===== config.mk =====
export PLATFORM = sky130hd
export DESIGN_NAME = pipelined_risc_v_core
export DESIGN_NICKNAME = d
export VERILOG_FILES = /design/src/rtl/pipelined_risc_v_core.sv
export SDC_FILE = /design/constraint.sdc
export NUM_CORES = 2
export LEC_CHECK = 0
export CORE_MARGIN = 5
export CORE_UTILIZATION = 40
export CTS_CLUSTER_SIZE = 12
export DETAILED_ROUTE_END_ITERATION = 12
export MAX_ROUTING_LAYER = met4
export PLACE_DENSITY_LB_ADDON = 0.1
export SLEW_MARGIN = 20
export SYNTH_ARGS = -nofsm -noshare
export SYNTH_HDL_FRONTEND = slang
export SYNTH_SLANG_ARGS = --single-unit

===== constraint.sdc =====
create_clock -name clk -period 6.2 [get_ports clk]
set_clock_uncertainty 0.15 [all_clocks]
set_input_delay 1.24 -clock clk [delete_from_list [all_inputs] [get_ports clk]]
set_output_delay 1.24 -clock clk [all_outputs]
set_load 0.01 [all_outputs]

===== src/rtl/pipelined_risc_v_core.sv =====
// 4-stage (IF/ID/EX/WB) in-order RV32I-subset core with WB->EX and WB->ID bypassing.
// Ports: clk, rst (async active-low); imem_addr/imem_valid/imem_ready/imem_data fetch handshake;
//   out/wb_valid/wb_reg write-back view; halted after ECALL.
// Optional macro PIPE_PERF_CNT_EN adds retired_cnt and stall_cnt outputs.
module pipelined_risc_v_core #(
   parameter int WIDTH = 32,
   parameter int REG_DEPTH = 32,
   parameter int PC_WIDTH = 8,
   parameter logic [PC_WIDTH-1:0] RESET_PC = '0
) (
   input  logic                clk,
   input  logic                rst,
   output logic [PC_WIDTH-1:0] imem_addr,
   output logic                imem_valid,
   input  logic                imem_ready,
   input  logic [31:0]         imem_data,
   output logic [WIDTH-1:0]    out,
   output logic                wb_valid,
   output logic [4:0]          wb_reg,
   output logic                halted
`ifdef PIPE_PERF_CNT_EN
   ,
   output logic [31:0]         retired_cnt,
   output logic [31:0]         stall_cnt
`endif
);

   localparam int SHW = $clog2(WIDTH);
   localparam int RIW = $clog2(REG_DEPTH);
   localparam logic [5:0] RD6 = 6'(REG_DEPTH);

   typedef enum logic [3:0] {
      A_ADD, A_SUB, A_SLL, A_SLT, A_SLTU,
      A_XOR, A_SRL, A_SRA, A_OR, A_AND
   } alu_t;

   typedef struct packed {
      logic                v;
      logic [PC_WIDTH-1:0] pc;
      logic [31:0]         ins;
   } if_id_t;

   typedef struct packed {
      logic                v;
      logic                we;
      logic                br;
      logic                bne;
      logic                ecall;
      logic                use_imm;
      alu_t                op;
      logic [4:0]          rd;
      logic [4:0]          rs1;
      logic [4:0]          rs2;
      logic [WIDTH-1:0]    a;
      logic [WIDTH-1:0]    b;
      logic [WIDTH-1:0]    imm;
      logic [PC_WIDTH-1:0] pc;
   } id_ex_t;

   logic [PC_WIDTH-1:0] pc;
   if_id_t              if_id;
   id_ex_t              id_ex, dec;
   logic [WIDTH-1:0]    rf [REG_DEPTH];

   logic xfer, take, ecall_ex, kill, wb_wr;
   logic [PC_WIDTH-1:0] target;
   logic [WIDTH-1:0]    a_ex, b_ex, opb, res;

   function automatic logic reg_ok(input logic [4:0] i);
      return (i != 5'd0) && ({1'b0, i} < RD6);
   endfunction

   // ID read with write-through of the instruction retiring this cycle
   function automatic logic [WIDTH-1:0] rd_reg(input logic [4:0] i);
      if (!reg_ok(i))
         return '0;
      else if (wb_wr && wb_reg == i)
         return out;
      else
         return rf[i[RIW-1:0]];
   endfunction

   function automatic alu_t alu_sel(input logic [2:0] f3, input logic alt);
      alu_t r;
      unique case (f3)
         3'd0: r = alt ? A_SUB : A_ADD;
         3'd1: r = A_SLL;
         3'd2: r = A_SLT;
         3'd3: r = A_SLTU;
         3'd4: r = A_XOR;
         3'd5: r = alt ? A_SRA : A_SRL;
         3'd6: r = A_OR;
         default: r = A_AND;
      endcase
      return r;
   endfunction

   assign imem_valid = rst && !halted;
   assign imem_addr  = pc;
   assign xfer       = imem_valid && imem_ready;
   assign wb_wr      = wb_valid && reg_ok(wb_reg);

   // ---------------- ID: decode ----------------
   logic [31:0] ins;
   logic [6:0]  opc, f7;
   logic [2:0]  f3;
   logic        is_op, is_opi, is_lui, is_br, is_ecall;
   logic        op_ok, opi_ok, sh_ok;
   logic [WIDTH-1:0] imm_i, imm_u, imm_b;
   logic signed [31:0] u32;
   logic signed [12:0] b13;

   assign ins = if_id.ins;
   assign opc = ins[6:0];
   assign f3  = ins[14:12];
   assign f7  = ins[31:25];
   assign u32 = {ins[31:12], 12'b0};
   assign b13 = {ins[31], ins[7], ins[30:25], ins[11:8], 1'b0};
   assign imm_i = WIDTH'($signed(ins[31:20]));
   assign imm_u = WIDTH'(u32);
   assign imm_b = WIDTH'(b13);

   assign is_ecall = ins == 32'h0000_0073;
   assign is_op    = opc == 7'h33;
   assign is_opi   = opc == 7'h13;
   assign is_lui   = opc == 7'h37;
   assign is_br    = opc == 7'h63;

   assign op_ok = (f7 == 7'h00) ||
                  (f7 == 7'h20 && (f3 == 3'd0 || f3 == 3'd5));
   // RV32 requires shamt[5]=0; RV64 uses it as a shift bit
   assign sh_ok = (WIDTH == 64) || !ins[25];
   always_comb begin
      opi_ok = 1'b1;
      if (f3 == 3'd1)
         opi_ok = ins[31:26] == 6'd0 && sh_ok;
      else if (f3 == 3'd5)
         opi_ok = (ins[31:26] == 6'd0 || ins[31:26] == 6'b010000) && sh_ok;
   end

   always_comb begin
      dec     = '0;
      dec.v   = if_id.v;
      dec.pc  = if_id.pc;
      dec.rd  = ins[11:7];
      dec.rs1 = ins[19:15];
      dec.rs2 = ins[24:20];
      dec.imm = imm_i;
      unique case (1'b1)
         is_op: begin
            dec.we = op_ok;
            dec.op = alu_sel(f3, ins[30]);
         end
         is_opi: begin
            dec.we      = opi_ok;
            dec.op      = alu_sel(f3, ins[30] && f3 == 3'd5);
            dec.use_imm = 1'b1;
            dec.rs2     = 5'd0;
         end
         is_lui: begin
            dec.we      = 1'b1;
            dec.use_imm = 1'b1;
            dec.imm     = imm_u;
            dec.rs1     = 5'd0;
            dec.rs2     = 5'd0;
            dec.op      = A_ADD;
         end
         is_br: begin
            dec.br  = f3[2:1] == 2'b00;
            dec.bne = f3[0];
            dec.imm = imm_b;
         end
         is_ecall: dec.ecall = 1'b1;
         default: ;
      endcase
      dec.a = rd_reg(dec.rs1);
      dec.b = rd_reg(dec.rs2);
   end

   // ---------------- EX ----------------
   assign a_ex = (wb_wr && wb_reg == id_ex.rs1) ? out : id_ex.a;
   assign b_ex = (wb_wr && wb_reg == id_ex.rs2) ? out : id_ex.b;
   assign opb  = id_ex.use_imm ? id_ex.imm : b_ex;

   always_comb begin
      res = '0;
      unique case (id_ex.op)
         A_ADD:  res = a_ex + opb;
         A_SUB:  res = a_ex - opb;
         A_SLL:  res = a_ex << opb[SHW-1:0];
         A_SLT:  res = {{(WIDTH-1){1'b0}}, $signed(a_ex) < $signed(opb)};
         A_SLTU: res = {{(WIDTH-1){1'b0}}, a_ex < opb};
         A_XOR:  res = a_ex ^ opb;
         A_SRL:  res = a_ex >> opb[SHW-1:0];
         A_SRA:  res = $unsigned($signed(a_ex) >>> opb[SHW-1:0]);
         A_OR:   res = a_ex | opb;
         default: res = a_ex & opb;
      endcase
   end

   assign take     = id_ex.v && id_ex.br && ((a_ex == b_ex) ^ id_ex.bne);
   assign ecall_ex = id_ex.v && id_ex.ecall;
   assign kill     = take || ecall_ex;
   assign target   = id_ex.pc + PC_WIDTH'($signed(id_ex.imm));

   // ---------------- pipeline registers ----------------
   always_ff @(posedge clk or negedge rst) begin
      if (!rst) begin
         pc       <= RESET_PC;
         if_id    <= '0;
         id_ex    <= '0;
         wb_valid <= 1'b0;
         wb_reg   <= 5'd0;
         out      <= '0;
         halted   <= 1'b0;
      end else begin
         if (take)
            pc <= target;
         else if (xfer && !ecall_ex)
            pc <= pc + PC_WIDTH'(4);
         if_id.v   <= xfer && !kill;
         if_id.pc  <= pc;
         if_id.ins <= imem_data;
         id_ex     <= kill ? '0 : dec;
         wb_valid  <= id_ex.v && id_ex.we;
         if (id_ex.v && id_ex.we) begin
            wb_reg <= id_ex.rd;
            out    <= res;
         end
         if (ecall_ex)
            halted <= 1'b1;
      end
   end

   always_ff @(posedge clk or negedge rst) begin
      if (!rst) begin
         for (int i = 0; i < REG_DEPTH; i++)
            rf[i] <= '0;
      end else if (wb_wr) begin
         rf[wb_reg[RIW-1:0]] <= out;
      end
   end

`ifdef PIPE_PERF_CNT_EN
   always_ff @(posedge clk or negedge rst) begin
      if (!rst) begin
         retired_cnt <= '0;
         stall_cnt   <= '0;
      end else begin
         if (wb_valid)
            retired_cnt <= retired_cnt + 32'd1;
         if (imem_valid && !imem_ready)
            stall_cnt <= stall_cnt + 32'd1;
      end
   end
`endif

endmodule


==> out/metrics.yaml <==
global_routing:
  grt_max_degree: 165
  grt_pass1_wl_mm: 500
  grtUsageTotal: 0.351
  antenna_found_initial: 20
  globalRouteOverflowTotal: 0
  grt_pass1_vias: 66400
layout:
  area_growth_pct: 11.4
  largest_register: "rf"
  largest_reg_flops: 1024
  reg.largest.list: "rf: 1024 flops, id_ex: 129 flops"
  drive_gt1_frac: 0.218
  fillers: 18100
  num-nets-final: 8020
  final_util: 0.448
placement:
  place_congestion: 1.10
  pre_cts_ws_ns: 0.499
  io_buffers: 82
  dpl.hpwl_mm: 217
sta:
  max_freq_mhz: 169
  hold_violations: 0
  setup_ws_ns: 0.273
  relSlewSlack: 0.189
  holdWs_ns: 0.184
  tns_ns: 0
  worst_pin_slew_ns: 1.22
  period_needed_ns: 5.93
  rsz0062_at_grt: "no"
  fin_crit_sh: 0.956
  setup_violations: 0
  slew_viol_final: 0
clocking:
  cts_max_level: 4
  root_buffer: "clkbuf_16"
  worst_skew_pair.late_latency_ns: 0.83
  cts_setup_buffers: 0
  cts_tree: "yes"
  cts_buffers: 152
  ctsResizeCount: 0
  clockBufferDepth: 3
  clkTransAtPathRegs_ns: 0.06
  numClockSinks: 1241
  ctsHoldBuffers: 0
setup_path:
  cp_max_fo: 15
  critPathBufInv: 2
  worstPathRequired_ns: 6.75
  crit_slowest_cell: "dfrtp_1"
  endpoint_kind: "register"
  path_class: "reg2reg"
  cp.arrival_ns: 6.47
  path_cells: "xnor2_1 -> and3_1 -> nand3_2 -> mux2_2 -> inv_1 -> ha_1 -> inv_1 -> fa_1 -> nor2b_1 -> o21ai_0 -> a21boi_0 -> or3_1 -> a2111oi_0 -> o21ai_0 -> o31a_1 -> xnor2_1 -> a211oi_1 -> o21ai_1"
  critPathTopFamily: "compound AO/OA/AOI/OAI gates"
  critPathMaxStageDelay_ns: 0.74
  startpoint_type: "register"
power:
  leakage_nw: 37.4
  ir_worst_vdd_mv: 0.303
  clkPwrFrac: 0.412
  power-per-cell-area_nw_per_um2: 260
  p_seq_frac: 0.383
  swShare: 0.329
  p_switching_mw: 7.30
  p_comb_frac: 0.204
  intPower_mw: 14.9
die:
  die_w_um: 448
  start_util: 0.402
  row_count: 160
  die_h_um: 448
  die_area_sq_um: 200000
  io_pins: 83
  core-area_sq_um: 190000
route:
  routed_wl_mm: 350
  vias: 69300
  via_per_inst: 6.58
  drc: 0
  ant_nets: 0
  drt_iter0_drc: 8376
  wl_per_cell_um: 33.3
  first_pass_iters: 8
synthesis:
  synth_edf_count: 0
  yosys-top-cells-count: "1303 x nand2_1, 1241 x dfrtp_1, 1104 x mux2_2, 781 x clkbuf_1, 684 x nand3_1"
  synthArstFlopShare: 1.00
  ys_ff_latch: 1241
  avgSynthCellArea_sq_um: 9.29
  yosys.area.top_type: "dfrtp_1"
  synth.most_common_cell: "nand2_1"
  synthDistinctLibCells: 98
  synth_area_sq_um: 76600
  synth.yosys.seq_area_share: 0.405
  syn_nets: 8387
  yosys_warnings: 0
  synthFlopType: "dfrtp_1"
  syn_inst: 8244
  synth_area_leaders: "dfrtp_1 41%, mux2_2 16%, nand2_1 6.4%, nand3_1 4.5%, clkbuf_1 3.8%"
  synth_top_area_share: 0.405
status:
  status: "finished clean"
worst_hold_path:
  min_path_type: "in2async"
flow_run:
  cap_violations: 0
power by group through the flow:
stage / Clock [mW] / Combinational, mW / Sequential [mW]
6_report: 9.14 / 4.53 / 8.50
5_1_grt: 9.57 / 4.73 / 8.51
4_1_cts: 9.28 / 4.40 / 8.49
3_5_place_dp: 0 / 4.38 / 8.63
3_3_place_gp: 0 / 4.40 / 8.65
2_1_floorplan: 0 / 2.50 / 8.51
final cells by class:
type / count / area (sq um) / share of cell area
Timing Repair Buffer: 369 / 3540 / 0.0415
Clock buffer: 235 / 4580 / 0.0537
Clock inverter: 38 / 445 / 0.00522
Antenna cell: 15 / 37.5 / 0.000440
Tap cell: 2511 / 3140 / 0.0368
Multi-Input combinational cell: 6000 / 42100 / 0.493
Inverter: 113 / 427 / 0.00500
Sequential cell: 1241 / 31100 / 0.364
layer usage:
metal  part of all wire  GRT usage
met5                  0          -
met4              0.055      0.166
met3              0.090     0.0742
met2               0.43      0.510
met1               0.42      0.467
through the flow:
stage / cell area (sq um) / cells / power (mW)
floorplan: 76600 / 8244 / 11.0
global placement: 80300 / 10200 / 13.0
detailed placement: 80300 / 10200 / 13.0
CTS: 85300 / 10500 / 22.2
global route: 85300 / 10500 / 22.8
finish: 85300 / 10500 / 22.2
cell usage in the layout (no fill, tap or decap), drive strengths merged, types with 111 or more instances in the layout:
master  netlist  layout
a211oi      221     221
a21oi       442     442
a221oi      141     141
a311oi      265     265
a31oi       129     129
buf         108     288
clkbuf      782     235
dfrtp      1241    1241
inv         112     122
mux2       1105    1105
mux2i       218     218
nand2      1304    1304
nand3       687     687
nor2        254     254
nor3b       135     135
o211ai      111     111
o21ai       154     154
path summary, 6_finish.rpt:
path / from / slack (ns) / cells after the start / endpoint
max in group asynchronous: rst / 3.61 / 3 / rf[643]
worst min-delay path: rst / 0.18 / 1 / rf[642]
worst min register to register: rf[1021] / 0.25 / 0 / rf[1021]
worst max register to register: wb_reg[0] / 0.27 / 18 / out[16]
worst max-delay path: wb_reg[0] / 0.27 / 18 / out[16]
min in group clk: rf[1021] / 0.25 / 0 / rf[1021]
kinds of logic after synthesis:
group / after synthesis / share of synthesized area
and+or+nand+nor: 2734 / 0.164
muxes: 1331 / 0.193
DFF: 1241 / 0.405
AOI/OAI and AO/OA: 1742 / 0.158
adders and majority gates: 108 / 0.0179
buffers and inverters: 1003 / 0.0510
xor gates and xnor gates: 85 / 0.00972
(Power assumes the default switching activity.)
